`src/rtl/reset_sequencer.sv`:
```
`default_nettype none
// ============================================================================
// Module      : reset_sequencer
// Description : Multi-domain reset sequencer. Synchronizes a reset button and
//               a PLL lock, debounces the button, holds every domain in reset
//               while any trigger is active, then releases the domains one by
//               one in ascending order with a fixed stagger.
//               Optional macro RESET_SEQ_CAUSE_EN compiles in the cause_out
//               register (last reset cause); otherwise cause_out is 2'b00.
// Revision    : 1.0 - initial release
// ============================================================================
module reset_sequencer #(
    parameter int NUM_CHANNELS    = 2,
    parameter int SYNC_STAGES     = 2,
    parameter int DEBOUNCE_CYCLES = 16,
    parameter int HOLD_CYCLES     = 8,
    parameter int STAGGER_CYCLES  = 4
) (
    input  logic                    clk_in,
    input  logic                    reset_in,
    input  logic                    btn_in,
    input  logic                    locked_in,
    input  logic                    sw_req_in,
    output logic [NUM_CHANNELS-1:0] reset_out,
    output logic                    ready_out,
    output logic [1:0]              cause_out
);

    localparam int c_DB_W   = $clog2(DEBOUNCE_CYCLES + 1);
    localparam int c_HOLD_W = $clog2(HOLD_CYCLES + 1);
    localparam int c_STAG_W = $clog2(STAGGER_CYCLES + 1);

    localparam logic [c_DB_W-1:0]       c_DB_LAST   = c_DB_W'(DEBOUNCE_CYCLES - 1);
    localparam logic [c_HOLD_W-1:0]     c_HOLD_LAST = c_HOLD_W'(HOLD_CYCLES - 1);
    localparam logic [c_STAG_W-1:0]     c_STAG_LAST = c_STAG_W'(STAGGER_CYCLES - 1);
    localparam logic [NUM_CHANNELS-1:0] c_CH0       = NUM_CHANNELS'(1);

    typedef enum logic [1:0] {
        ST_HOLD    = 2'd0,
        ST_RELEASE = 2'd1,
        ST_RUN     = 2'd2
    } state_t;

    // ------------------------------------------------------------------
    // Input synchronizers and button debounce
    // ------------------------------------------------------------------
    logic [SYNC_STAGES-1:0] r_btn_sync;
    logic [SYNC_STAGES-1:0] r_lock_sync;
    logic                   w_btn_s;
    logic                   w_lock_s;
    logic                   r_btn_db;
    logic [c_DB_W-1:0]      r_db_cnt;
    logic                   w_trigger;

    // Bring the asynchronous button and lock into the clk_in domain.
    always_ff @(posedge clk_in or posedge reset_in) begin
        if (reset_in) begin
            r_btn_sync  <= '0;
            r_lock_sync <= '0;
        end else begin
            r_btn_sync  <= {r_btn_sync[SYNC_STAGES-2:0], btn_in};
            r_lock_sync <= {r_lock_sync[SYNC_STAGES-2:0], locked_in};
        end
    end

    assign w_btn_s  = r_btn_sync[SYNC_STAGES-1];
    assign w_lock_s = r_lock_sync[SYNC_STAGES-1];

    // Accept a new button level only after it has been stable for the whole window.
    always_ff @(posedge clk_in or posedge reset_in) begin
        if (reset_in) begin
            r_btn_db <= 1'b0;
            r_db_cnt <= '0;
        end else if (w_btn_s != r_btn_db) begin
            if (r_db_cnt == c_DB_LAST) begin
                r_btn_db <= w_btn_s;
                r_db_cnt <= '0;
            end else begin
                r_db_cnt <= r_db_cnt + 1'b1;
            end
        end else begin
            r_db_cnt <= '0;
        end
    end

    assign w_trigger = r_btn_db | ~w_lock_s | sw_req_in;

    // ------------------------------------------------------------------
    // Sequencing FSM
    // ------------------------------------------------------------------
    state_t                  r_state;
    state_t                  w_state_nxt;
    logic [c_HOLD_W-1:0]     r_hold_cnt;
    logic [c_HOLD_W-1:0]     w_hold_nxt;
    logic [c_STAG_W-1:0]     r_stag_cnt;
    logic [c_STAG_W-1:0]     w_stag_nxt;
    logic [NUM_CHANNELS-1:0] r_reset;
    logic [NUM_CHANNELS-1:0] w_reset_nxt;
    logic [NUM_CHANNELS-1:0] w_reset_shift;
    logic                    r_ready;
    logic                    w_ready_nxt;

    // Clearing the lowest still-asserted channel is a left shift because
    // channels always release from bit 0 upward.
    assign w_reset_shift = r_reset << 1;

    // State, counters and registered outputs.
    always_ff @(posedge clk_in or posedge reset_in) begin
        if (reset_in) begin
            r_state    <= ST_HOLD;
            r_hold_cnt <= '0;
            r_stag_cnt <= '0;
            r_reset    <= '1;
            r_ready    <= 1'b0;
        end else begin
            r_state    <= w_state_nxt;
            r_hold_cnt <= w_hold_nxt;
            r_stag_cnt <= w_stag_nxt;
            r_reset    <= w_reset_nxt;
            r_ready    <= w_ready_nxt;
        end
    end

    // Next state, counter updates and next output values.
    always_comb begin
        w_state_nxt = r_state;
        w_hold_nxt  = r_hold_cnt;
        w_stag_nxt  = r_stag_cnt;
        w_reset_nxt = r_reset;
        w_ready_nxt = r_ready;

        case (r_state)
            ST_HOLD: begin
                w_reset_nxt = '1;
                w_ready_nxt = 1'b0;
                w_stag_nxt  = '0;
                if (w_trigger) begin
                    w_hold_nxt = '0;
                end else if (r_hold_cnt == c_HOLD_LAST) begin
                    // Channel 0 leaves reset on the same edge the hold window ends.
                    w_hold_nxt  = '0;
                    w_reset_nxt = ~c_CH0;
                    if (NUM_CHANNELS == 1) begin
                        w_state_nxt = ST_RUN;
                        w_ready_nxt = 1'b1;
                    end else begin
                        w_state_nxt = ST_RELEASE;
                    end
                end else begin
                    w_hold_nxt = r_hold_cnt + 1'b1;
                end
            end

            ST_RELEASE: begin
                if (w_trigger) begin
                    w_state_nxt = ST_HOLD;
                    w_hold_nxt  = '0;
                    w_stag_nxt  = '0;
                    w_reset_nxt = '1;
                    w_ready_nxt = 1'b0;
                end else if (r_stag_cnt == c_STAG_LAST) begin
                    w_stag_nxt  = '0;
                    w_reset_nxt = w_reset_shift;
                    if (w_reset_shift == '0) begin
                        w_state_nxt = ST_RUN;
                        w_ready_nxt = 1'b1;
                    end
                end else begin
                    w_stag_nxt = r_stag_cnt + 1'b1;
                end
            end

            ST_RUN: begin
                if (w_trigger) begin
                    w_state_nxt = ST_HOLD;
                    w_hold_nxt  = '0;
                    w_stag_nxt  = '0;
                    w_reset_nxt = '1;
                    w_ready_nxt = 1'b0;
                end
            end

            default: begin
                w_state_nxt = ST_HOLD;
                w_hold_nxt  = '0;
                w_stag_nxt  = '0;
                w_reset_nxt = '1;
                w_ready_nxt = 1'b0;
            end
        endcase
    end

    assign reset_out = r_reset;
    assign ready_out = r_ready;

    // ------------------------------------------------------------------
    // Reset cause tracking
    // ------------------------------------------------------------------
`ifdef RESET_SEQ_CAUSE_EN
    logic [1:0] r_cause;
    logic       w_enter_hold;

    assign w_enter_hold = (r_state != ST_HOLD) && w_trigger;

    // Record why normal operation was left; lock loss outranks the button,
    // the button outranks a software request.
    always_ff @(posedge clk_in or posedge reset_in) begin
        if (reset_in) begin
            r_cause <= 2'b00;
        end else if (w_enter_hold) begin
            if (!w_lock_s) begin
                r_cause <= 2'b10;
            end else if (r_btn_db) begin
                r_cause <= 2'b01;
            end else begin
                r_cause <= 2'b11;
            end
        end
    end

    assign cause_out = r_cause;
`else
    assign cause_out = 2'b00;
`endif

endmodule
`default_nettype wire

```
`config.mk`:
```
export PLATFORM = sky130hd
export DESIGN_NAME = reset_sequencer
export DESIGN_NICKNAME = d
export VERILOG_FILES = /design/src/rtl/reset_sequencer.sv
export SDC_FILE = /design/constraint.sdc
export NUM_CORES = 1
export LEC_CHECK = 0
export ABC_AREA = 0
export BUFFER_PORTS_ARGS = -buffer_cell sky130_fd_sc_hd__buf_4
export CORE_MARGIN = 1
export CORE_UTILIZATION = 60
export CTS_BUF_LIST = sky130_fd_sc_hd__clkbuf_2 sky130_fd_sc_hd__clkbuf_4 sky130_fd_sc_hd__clkbuf_8
export CTS_CLUSTER_SIZE = 40
export DETAILED_ROUTE_END_ITERATION = 7
export GPL_TIMING_DRIVEN = 0
export PLACE_DENSITY_LB_ADDON = 0.3
export REMOVE_ABC_BUFFERS = 1
export SLEW_MARGIN = 15
export SYNTH_ARGS = -nofsm -noshare
export SYNTH_HDL_FRONTEND = slang
export SYNTH_SLANG_ARGS = --single-unit
```
`constraint.sdc`:
```
create_clock -name clk_in -period 2.2 [get_ports clk_in]
set_clock_uncertainty 0.05 [all_clocks]
set_input_delay 0.44 -clock clk_in [delete_from_list [all_inputs] [get_ports clk_in]]
set_output_delay 0.44 -clock clk_in [all_outputs]
set_load 0.05 [all_outputs]
```
### Yosys cells after proc, flatten, opt, wreduce, memory -nomap -nowiden

Index checks and enable logic that the tools add are counted.
Widths: inputs -> output; s select.

* output and inout bits: 5
* input bits: 5
* bits in registers: 22
* word-level logic and storage cells: 62

* add/sub/neg operators: 3
* bitwise operators: 3
* equal/unequal tests: 12
* reduce and logical (&&, ||, !) cells: 7
* mux-type cells: 28

Operators with widths (number)
* $mux 2: 9
* $mux 4: 3
* $pmux 2 s3: 2
* $mux 5: 2
* $mux 3: 3
* $pmux 4 s2: 1
* $mux 1: 6
* $ne 2x2->1 const B: 3
* $ne 3x3->1 const B: 2
* $pmux 3 s2: 1
* $add 5x1->5 const B: 1
* $eq 5x4->1 const B: 1
* $reduce_and 5->1: 1
* $add 4x1->4 const B: 1
* $eq 4x3->1 const B: 1
* $logic_not 2->1: 2
* $reduce_and 2->1: 2
* $add 3x1->3 const B: 1
* $eq 3x2->1 const B: 1
* $reduce_and 3->1: 1
* $eq 2x1->1 const B: 1
* $eq 2x2->1 const B: 1
* $ne 2x1->1 const B: 1
* $or 1x1->1: 2
* 4 further kinds: 4

### Logic depth before layout (Yosys ltp)

* depth in word-level cells: 5
* gate-level depth with buffers: 6
* gate-level depth less buffers: 6

### Least setup slack after synthesis

OpenSTA, ideal clock, no wires.

* path kind: reg-to-reg
* start: reg r_hold_cnt[0]
* end: reg r_hold_cnt[3]
* path slack: 525 ps
* clock period less this slack: 1675 ps
* path buffers: 0
* library setup time: 74 ps
* arrival: 1551 ps
* cell stages (with the launch flop): 6
* data required time: 2076 ps
* path through: dfrtp_1 ha_1 and3b_2 or4_1 a21o_1 a21oi_2

* longest elaborated chain between the ends: 4
* elaborated cells on any way between the ends: 5
* those cells by class: 1 x add/sub; 1 x eq/ne; 3 x mux

Ends and longest elaborated chain
* start, declared: line 93 `logic [c_HOLD_W-1:0] r_hold_cnt;`
* start signal, assigned: line 117 `r_hold_cnt <= w_hold_nxt;`
* $add 4x1->4 / $eq 4x3->1 (equally long branches): line 150, 139
* $mux 4 (*): line 139 `end else if (r_hold_cnt == c_HOLD_LAST) begin`
* $mux 4 (*): line 137 `if (w_trigger) begin`
* $pmux 4 s2 (*): line 132 `case (r_state)`

Mark *: on every way between the ends. The rest lies on a longest branch, timed or not.
A chain may end at the register's enable or synchronous reset.

### Worst setup path in the final report

* start: reg r_state[0]
* end: reg r_hold_cnt[0]

* longest elaborated chain between the ends: 3
* elaborated cells on any way between the ends: 6
* those cells by class: 3 x eq/ne; 1 x mux; 2 x reduce/logical

Ends and longest elaborated chain
* start, declared: line 91 `state_t r_state;`
* start signal, assigned: line 116 `r_state <= w_state_nxt;`
* $eq 2x2->1 / $eq 2x1->1 (equally long branches): line 132
* $reduce_or 2->1 (no source line)
* $pmux 4 s2 / $ne 2x1->1 (equally long branches)

Several ways; a longest one is shown, not always the timed one.

==> reports/summary.log <==
INFO  drt            detailedRoute.firstIterationViolations=9
INFO  worst_hold_path hold_crit_start=btn_in
INFO  worst_hold_path holdPathStages=1
INFO  outcome        violations=DRC
INFO  floorplanning  fp-row-count=14
INFO  placed_design  io_buffers=7
INFO  global_routing first_global_vias=700
INFO  outcome        outcome=finished with violations
INFO  layout         syn2layout_area_growth=10.6%
INFO  floorplanning  floorplan.die.height=43.7µm
INFO  sta            minimum_clock_period=1.85ns
INFO  sta            final.setup.tns=0ns
INFO  layout         finalInstanceArea=0.00115mm²
INFO  setup_path     setup.worst_path.end_class=flop
INFO  worst_hold_path hold_class=in -> reg
INFO  sta            finalHoldWorstSlack=0.178ns
INFO  global_routing initial_antenna_violation_count=0
INFO  global_routing grt_max_degree=23
INFO  drt            remaining_drc_errors=1
INFO  yosys          synth_enable_flop_cells=0
INFO  layout         final-instance-count-excl-fill=128
INFO  sta            max_clock_freq=539MHz
INFO  setup_path     r2r_start=r_state[0]$_DFFE_PP0P_
INFO  placed_design  post-place-cells=124
INFO  drt            drt-total-wl=1.66mm
INFO  yosys          synthMostInstantiatedCell=sky130_fd_sc_hd__dfrtp_1
INFO  setup_path     worst_r2r_endpoint=r_hold_cnt[0]$_DFFE_PP0P_
INFO  global_routing grt_pass1_wl=2.82mm
INFO  yosys          synth.largest_area_cell=sky130_fd_sc_hd__dfrtp_1
INFO  yosys          ys_ff_latch=22
INFO  yosys          yosysSeqAreaShare=53.0%
INFO  floorplanning  fp.dieArea=0.00191mm²
INFO  layout         fillers=117
INFO  layout         n_antenna_cell=0
INFO  power_and_ir_drop total_leakage_power=0.553nW
INFO  layout         postLayoutCoreUtil=74.0%
INFO  setup_path     r2r_slack=0.35ns
INFO  yosys          post_synth_inst_count=103
INFO  setup_path     register_to_register_path_depth=5
INFO  drt            first_pass_iters=6
INFO  layout         nets=124
INFO  floorplanning  die_x=43.7µm
INFO  drt            final_antenna_net_count=0
INFO  yosys          netlist_top_cells_area=sky130_fd_sc_hd__dfrtp_1 48%, sky130_fd_sc_hd__ha_1 7.2%, sky130_fd_sc_hd__dfstp_2 5.0%
INFO  sta            max_slew.worst_pin.slew=0.826ns
INFO  setup_path     critical_path_required=2.40ns
INFO  clock_tree     cts_post_setup_buffers_inserted=0
INFO  yosys          post_synth.cell_area_avg=10.1µm²
INFO  floorplanning  top_level_ports=10
INFO  sta            final_slew_viol_count=0
INFO  yosys          yosys_warnings=0
INFO  yosys          yosys.area.top_type_share=48.0%
INFO  setup_path     crit_arrival=2.05ns
INFO  clock_tree     cts-hold-fix-buffers=0
INFO  sta            hold_viol_final=0
INFO  worst_hold_path hold-path-endpoint=r_btn_sync[0]$_DFF_PP0_
INFO  clock_tree     h-tree-depth=1
INFO  clock_tree     cts_tree=yes
INFO  placed_design  pre_cts_ws=0.413ns
INFO  yosys          ys_dominant_reg_cell=sky130_fd_sc_hd__dfrtp_1
INFO  yosys          synth.cell_area=0.00104mm²
INFO  power_and_ir_drop vdd.ir_drop.worst=511µV
INFO  clock_tree     tritoncts.num_buffers=3
INFO  clock_tree     cts.root.buffer_cell=sky130_fd_sc_hd__clkbuf_4
INFO  setup_path     timing_worst_setup_path_type=reg -> reg
INFO  clock_tree     clock_sink_count=22
INFO  power_and_ir_drop post-layout-total-power=0.771mW
INFO  yosys          ys_async_sr_fraction=100%
INFO  global_routing grt_overflow=0
INFO  yosys          netlist-cell-type-count=32
INFO  drt            post_drt_via_cell_ratio=5.77
INFO  sta            post-route-period-util=84.3%
INFO  clock_tree     insertion_delay=0.31ns
INFO  clock_tree     ctsLongestPathBuffers=2
INFO  setup_path     timing.critical_path.from_type=flop
INFO  clock_tree     cts-resized-gates=0
INFO  drt            vias=739
INFO  placed_design  place_area=0.00110mm²
INFO  setup_path     timing.critical_path.fanout_max=6
INFO  drt            post_drt_wl_per_cell=13.0µm
INFO  floorplanning  initial_core_util=66.9%
INFO  placed_design  gp_routability_congestion=0.746
INFO  clock_tree     path_clk_slew=0.12ns
INFO  layout         drive_gt1_share=17.0%
INFO  floorplanning  core-area=0.00156mm²
INFO  setup_path     crit_start=r_state[0]$_DFFE_PP0P_
INFO  yosys          synth_commonest_cells=20 x sky130_fd_sc_hd__dfrtp_1, 12 x sky130_fd_sc_hd__nor2_1, 11 x sky130_fd_sc_hd__nand2_1
INFO  power_and_ir_drop power_density=669mW/mm²
INFO  global_routing grtUsageTotal=20.2%
INFO  sta            slew_headroom=44.8%
INFO  run            maxCapViolations=0
INFO  sta            fin_ws=0.346ns
INFO  placed_design  detailed_place_hpwl=1.14mm
INFO  sta            grt_setup_unrepaired=no
INFO  sta            timing.final.setup_violations=0
final cells by class:
cell class	instances	area (µm²)	share of cell area, %
Inverter	5	18.8	1.63
Tap cell	16	20.0	1.74
Sequential cell	22	553	47.9
Multi-Input combinational cell	74	457	39.6
Clock buffer	3	22.5	1.95
Timing Repair Buffer	7	52.6	4.56
Clock inverter	1	30.0	2.60
cell usage in the layout, fill, tap and decap left out, types with 3 or more instances in the layout:
cell type                  count
sky130_fd_sc_hd__nor2b_1       3
sky130_fd_sc_hd__nor3b_1       3
sky130_fd_sc_hd__ha_1          6
sky130_fd_sc_hd__nor2_1       12
sky130_fd_sc_hd__o21ai_0       5
sky130_fd_sc_hd__xor2_1        3
sky130_fd_sc_hd__dfrtp_1      20
sky130_fd_sc_hd__inv_1         5
sky130_fd_sc_hd__nand3_1       4
sky130_fd_sc_hd__a21oi_1       7
sky130_fd_sc_hd__clkbuf_4      3
sky130_fd_sc_hd__buf_4         7
sky130_fd_sc_hd__nand2_1      11
worst max path at each step:
stage	cells past startpoint	to	slack (ns)
finish	5	r_hold_cnt[0]$_DFFE_PP0P_	0.35
global route	5	r_hold_cnt[0]$_DFFE_PP0P_	0.27
CTS	5	r_hold_cnt[0]$_DFFE_PP0P_	0.38
detailed placement	5	r_hold_cnt[0]$_DFFE_PP0P_	0.41
global placement	5	r_hold_cnt[0]$_DFFE_PP0P_	0.45
floorplan	5	r_hold_cnt[3]$_DFFE_PP0P_	0.52
sequential cells by signal (all words and copies together), names as in the netlist:
register     count
ready_out        1
r_btn_sync       2
r_hold_cnt       4
r_lock_sync      2
r_db_cnt         5
reset_out        2
r_state          2
r_stag_cnt       3
r_btn_db         1
worst max-delay path: stages, from the launching register on:
cell	delay, ns
sky130_fd_sc_hd__dfrtp_1	0.41
sky130_fd_sc_hd__inv_1	0.12
sky130_fd_sc_hd__ha_1	0.29
sky130_fd_sc_hd__inv_1	0.12
sky130_fd_sc_hd__or4_2	0.65
sky130_fd_sc_hd__a21oi_1	0.15
where the power goes:
group	internal (mW)	leakage, nW	switching (mW)
clock	0.184	0.0279	0.124
sequential	0.414	0.288	0.00629
combinational	0.0140	0.238	0.0285
kinds of logic after synthesis:
group | Yosys count | synth area share (%)
AND/OR/NAND/NOR | 44 | 22.1
flip-flops | 22 | 53.0
AO/OA/AOI/OAI | 18 | 10.2
buffers and inverters | 8 | 3.60
adder cells (fa/ha/maj) | 6 | 7.19
XOR/XNOR | 3 | 2.52
other | 1 | 0.359
multiplexers | 1 | 1.08
layer usage:
| metal | global-route usage, % | part of all wire, % | vias up |
|---|---|---|---|
| met3 | 3.75 | 3.4 | 3 |
| met5 | 0 | 0 | - |
| met2 | 34.0 | 47 | 14 |
| met1 | 25.3 | 49 | 353 |
| li1 | - | - | 369 |
| met4 | 9.38 | 1.4 | 0 |
Note: power is estimated with default switching activity, not from simulation.
